[src/rtl/fetch_unit.sv]
// fetch_unit: instruction-fetch stage owning the PC and presenting fetched words to decode.
//   clk/reset      : clock, asynchronous active-low reset
//   pc, inst       : memory address out, instruction word back one cycle later
//   ir/ir_pc/ir_valid/ir_ready : instruction register and its decode handshake
//   branch_en/branch_target    : redirect from execute
//   halt/halted    : stop request and sticky halted status
//   fetch_count    : saturating count of instructions captured into ir
module fetch_unit #(
  parameter int ADDR_W = 10,
  parameter int DATA_W = 20,
  parameter logic [ADDR_W-1:0] RESET_PC = '0,
  parameter int CNT_W = 16
) (
  input  logic              clk,
  input  logic              reset,
  input  logic [DATA_W-1:0] inst,
  output logic [ADDR_W-1:0] pc,
  output logic [DATA_W-1:0] ir,
  output logic [ADDR_W-1:0] ir_pc,
  output logic              ir_valid,
  input  logic              ir_ready,
  input  logic              branch_en,
  input  logic [ADDR_W-1:0] branch_target,
  input  logic              halt,
  output logic              halted,
  output logic [CNT_W-1:0]  fetch_count
);
  typedef enum logic [1:0] {START, FETCH, HALT} state_t;
  state_t state, state_n;
  logic [ADDR_W-1:0] pc_n, ir_pc_n;
  logic [DATA_W-1:0] ir_n;
  logic ir_valid_n, halted_n;
  logic [CNT_W-1:0] fetch_count_n;
  always_ff @(posedge clk or negedge reset) begin
    if (!reset) begin
      state <= START;
      pc <= RESET_PC;
      ir <= '0;
      ir_pc <= '0;
      ir_valid <= 1'b0;
      halted <= 1'b0;
      fetch_count <= '0;
    end else begin
      state <= state_n;
      pc <= pc_n;
      ir <= ir_n;
      ir_pc <= ir_pc_n;
      ir_valid <= ir_valid_n;
      halted <= halted_n;
      fetch_count <= fetch_count_n;
    end
  end
  always_comb begin
    state_n = state;
    pc_n = pc;
    ir_n = ir;
    ir_pc_n = ir_pc;
    ir_valid_n = ir_valid;
    halted_n = halted;
    fetch_count_n = fetch_count;
    case (state)
      START: begin
        // Bubble cycle: memory has not yet latched a pc, so nothing is captured.
        state_n = halt ? HALT : FETCH;
        halted_n = halt;
        pc_n = (!halt && branch_en) ? branch_target : pc;
      end
      FETCH: begin
        if (halt) begin
          state_n = HALT;
          halted_n = 1'b1;
          ir_valid_n = 1'b0;
        end else if (branch_en) begin
          // Drop the younger instruction; the target word arrives next cycle.
          pc_n = branch_target;
          ir_valid_n = 1'b0;
        end else if (!ir_valid || ir_ready) begin
          ir_n = inst;
          ir_pc_n = pc;
          ir_valid_n = 1'b1;
          pc_n = pc + 1'b1;
          fetch_count_n = &fetch_count ? fetch_count : fetch_count + 1'b1;
        end
      end
      default: begin
        halted_n = 1'b1;
        ir_valid_n = 1'b0;
      end
    endcase
  end
endmodule

[config.mk]
export PLATFORM = sky130hd
export DESIGN_NAME = fetch_unit
export DESIGN_NICKNAME = d
export VERILOG_FILES = /design/src/rtl/fetch_unit.sv
export SDC_FILE = /design/constraint.sdc
export NUM_CORES = 1
export LEC_CHECK = 0
export ABC_AREA = 0
export CAP_MARGIN = 20
export CORE_ASPECT_RATIO = 1.1
export CORE_MARGIN = 1.5
export CORE_UTILIZATION = 49
export DETAILED_ROUTE_END_ITERATION = 7
export HOLD_SLACK_MARGIN = 0.05
export PLACE_DENSITY = 0.85
export REMOVE_ABC_BUFFERS = 1
export SLEW_MARGIN = 20
export SYNTH_ARGS = -nofsm -noshare
export SYNTH_HDL_FRONTEND = slang
export SYNTH_SLANG_ARGS = --single-unit
[constraint.sdc]
create_clock -name clk -period 5.2 [get_ports clk]
set_input_delay 0.78 -clock clk [delete_from_list [all_inputs] [get_ports clk]]
set_output_delay 0.78 -clock clk [all_outputs]
set_load 0.05 [all_outputs]
[After elaboration in Yosys (flattened, before gate mapping)]
Cells that the tools add are included.
Cells by class
  reductions and logical operators: 12
  add/sub/neg operators: 2
  muxes and demuxes: 14
  bitwise gates (word level): 4
  eq/ne operators: 6
Operator list (number)
  $mux 10: 4
  $pmux 10 s2: 1
  $add 16x1->16 const B: 1
  $reduce_and 16->1: 1
  $add 10x1->10 const B: 1
  $reduce_and 4->1: 2
  $ne 2x2->1 const B: 3
  $reduce_and 5->1: 1
  $mux 1: 4
  $mux 2: 2
  $ne 4x4->1 const B: 1
  $not 1->1: 4
  $pmux 1 s2: 2
  $pmux 2 s2: 1
  $reduce_and 2->1: 2
  $ne 3x3->1 const B: 1
  $eq 2x1->1 const B: 1
  $logic_not 1->1: 2
  $logic_not 2->1: 1
  $reduce_bool 2->1: 1
  $logic_and 1x1->1: 1
  $logic_or 1x1->1: 1
Storage, ports and cells
  bits in registers: 60
  output and inout bits: 58
  input port bits: 35
  word-level logic and storage cells: 45

[Longest topological paths before layout]
  depth after elaboration: 6
  depth in mapped cells: 6
  mapped depth without buffers: 5

[Worst setup path after synthesis]
Ideal clock, no wire load.
  kind: flip-flop to flip-flop
  start: register fetch_count[0]
  end: register fetch_count[1]
  stages on the path, launching flop included: 6
  library setup time: 125 ps
  required time: 5075 ps
  clock period less this slack: 1970 ps
  buffers on the path: 0
  setup slack: 3230 ps
  data arrival time: 1846 ps
  path through: dfrtp_1 > ha_1 > nand3_1 > nor3_1 > a21oi_1 > mux2_2
On the way
  word-level cells in the longest chain between the ends: 3
  elaborated cells between the ends (all ways): 4
  classes of those cells: add/sub (1); bitwise (1); reduce/logical (2)
Ends and longest elaborated chain
  start, declared: RTL line 26  | output logic [CNT_W-1:0] fetch_count
  start signal, assigned: RTL line 50  | fetch_count <= fetch_count_n;
  parallel branches: the longest is 3 deep, another holds $add 16x1->16
Several ways; the timed one is not identified.
A chain may end at the register's enable or synchronous reset.

[Worst setup path in the final report]
  start: input branch_en
  end: register fetch_count[1]
On the way
  word-level cells in the longest chain between the ends: 2
Ends and longest elaborated chain
  start, declared: RTL line 22  | input logic branch_en,
  $not 1->1 (no line)
  $reduce_and 5->1 (no line)
No other way between the ends.

==> reports/qor.yml <==
outcome: "finished clean"
setup_ws_ps: 2420
drc: 0
rsz0062_at_grt: "no"
ys_ff_latch: 60
initial_core_util_pct: 50.8
clk_path_buf_depth: 2
max_freq_mhz: 360
cp_slowest_cell: "nand3_1"
switching_power_uw: 304
period_needed_ps: 2780
yosysSeqAreaShare_pct: 54.8
ys_types: 37
synth_top_area_share_pct: 54.8
worstSetupPathType: "in -> reg"
relSlewSlack_pct: 33.4
seqCellArea_um2: 1500
drt_iter0_markers: 138
hold_path_class: "reg -> reg"
wl_per_cell_um: 14.7
syn_area_per_cell_um2: 9.35
cts_tree: "yes"
sw_frac_of_total_pct: 27.4
tns_ps: 0
core_um2: 5400
postCtsSetupRepairBufs: 0
clock_latency_ps: 330
clkSlewWorstSetupHoldPaths_ps: 60
worst_ep_arrival_time_ps: 2990
diodes: 0
drt_pass1_iterations: 4
worstMarginPinSlew_ps: 995
grt_pass1_wl_um: 11300
power_density_nw_per_um2: 283
cp.required_ps: 5410
multi_input_area_um2: 1180
cp_max_fo: 19
vias_per_cell: 5.35
place_congestion: 0.795
cts_buffers: 9
antenna_found_initial: 0
ys.warnings.count: 0
num_rows: 28
cpLargestDelayFamily: "buffers and inverters"
finalClockSkew_ps: 6.09
p_comb_share_pct: 16.5
drv_cap: 0
drt-total-wl_um: 6840
synth_edf_count: 0
seqPwrFrac_pct: 46.1
die_x_um: 74.3
critPathBufInv: 2
post-route-util_pct: 72.7
cts-root-buf: "clkbuf_8"
drv_slew: 0
io_buffers: 92
final_layout_size_suffix_gt1_share_pct: 7.16
synth_area_leaders: "dfrtp_1, nand2_1, a2bb2oi_1"
area_delta_synth_final_pct: 43.1
ant_nets: 0
nNetsFinal: 423
power_leakage_nw: 1.82
die_area_um2: 6050
cp-end-kind: "flop"
clock_sinks: 60
p_int_uw: 804
synth_top_area_cell: "dfrtp_1"
period_share_pct: 53.4
max_stage_delay_ps: 490
post_cts_resized: 0
cts-hold-fix-buffers: 0
grt_max_degree: 61
path_cells: "clkdlybuf4s50_1 > nor2b_1 > nand3_1 > buf_4 > a21oi_1 > mux2_2"
synth_area_um2: 2740
nFillCells: 438
ys_async_sr_fraction_pct: 100
grt-ovfl-total: 0
cp-start-kind: "primary input"
synthCells: 293
post-dp-hpwl_um: 4850
vias: 2494
first_global_vias: 2534
dieHeight_um: 81.4
max-vdd-ir-drop_uv: 189
pre_cts_ws_ps: 2050
clkPwrFrac_pct: 37.3
hold_viol: 0
track_usage_pct: 24.8
synth_ff_type: "dfrtp_1"
ios: 93
cts_htree_levels: 3
setup_viol: 0
layer usage:
layer | up-vias | GRT usage, % | wire, um
li1 | 1199 | - | -
met1 | 1197 | 28.5 | 2710
met2 | 88 | 43.4 | 3650
met3 | 10 | 4.79 | 370
met4 | 0 | 13.3 | 116
met5 | - | 0 | 0
area by class of cell:
type	count	area share, %
Clock buffer	11	3.86
Sequential cell	60	38.3
Multi-Input combinational cell	217	30.0
Tap cell	75	2.39
Timing Repair Buffer	94	23.7
Inverter	4	0.383
Clock inverter	5	1.28
power groups by stage:
stage | sequential, mW | clock [mW] | combinational, mW
after floorplan | 0.584 | 0 | 0.0302
after global placement | 0.518 | 0 | 0.181
after detailed placement | 0.519 | 0 | 0.183
after CTS | 0.511 | 0.420 | 0.185
after global routing | 0.515 | 0.442 | 0.194
final | 0.511 | 0.414 | 0.183
cell usage after synthesis, drive strengths merged, types with 2 or more instances:
master,number
nor3,8
a31oi,5
nor4,4
ha,2
inv,4
mux2,7
and2,2
xor2,5
a21oi,8
dfrtp,60
and3,7
nand4,10
nand2b,3
a211oi,4
o22ai,3
xnor2,2
o21ai,8
nor2,8
a2bb2oi,8
clkbuf,11
nand3,9
nand2,103
placed cells by master (no fill, tap or decap), types with 2 or more instances in the layout:
cell and n:
clkbuf_8 11, a211oi_1 4, xor2_1 5, a31oi_1 5
nor2_1 7, clkdlybuf4s50_1 91, xnor2_1 2, inv_1 3
clkinv_2 4, and2_1 2, a2bb2oi_1 8, nor3_1 8
and3_1 6, a21oi_1 8, mux2_2 4, buf_4 2
nand3_1 9, nand2b_1 3, ha_1 2, o22ai_1 3
nand2_1 103, mux2_1 3, dfrtp_1 60, o21ai_0 8
nand4_1 10, nor4_1 4
worst register-to-register path, stage by stage (launching register included):
cell     delay, ps
dfrtp_1        430
nor2b_1        190
nand3_1        490
buf_4          420
a21oi_1        270
mux2_2         370
path summary, 6_finish.rpt:
check	startpoint	end	slack, ps	depth (start not counted)
worst max-delay path	branch_en	fetch_count[1]	2420	6
worst min-delay path	ir[2]	ir[2]	470	2
worst max register to register	state[0]	fetch_count[1]	2910	5
worst min register to register	ir[2]	ir[2]	470	2
max in group asynchronous	reset	pc[0]	4120	2
min in group asynchronous	reset	state[0]	590	2
kinds of logic (layout without fill, tap and decap cells):
group / count (synthesis) / count (layout) / share of synthesized area, %
flops: 60 / 60 / 54.8
fa+ha+maj: 2 / 2 / 0.914
mux: 8 / 8 / 3.24
buf+inv: 16 / 114 / 2.24
compound gates: 39 / 39 / 9.32
simple gates: 161 / 161 / 27.2
xor+xnor: 7 / 7 / 2.24
stage by stage:
step | area [um2] | cells | total power [mW] | hold WS, ps
floorplan | 2690 | 281 | 0.614 | 484
global placement | 3720 | 450 | 0.700 | 458
detailed placement | 3720 | 450 | 0.702 | 461
CTS | 3920 | 466 | 1.12 | 477
global route | 3920 | 466 | 1.15 | 494
finish | 3920 | 466 | 1.11 | 474
sequential cells by signal, indices dropped and copies added, names as in the netlist:
name and flops:
ir_valid 1, ir_pc 10, pc 10, ir 20, halted 1, state 2, fetch_count 16
(Power assumes the default switching activity.)
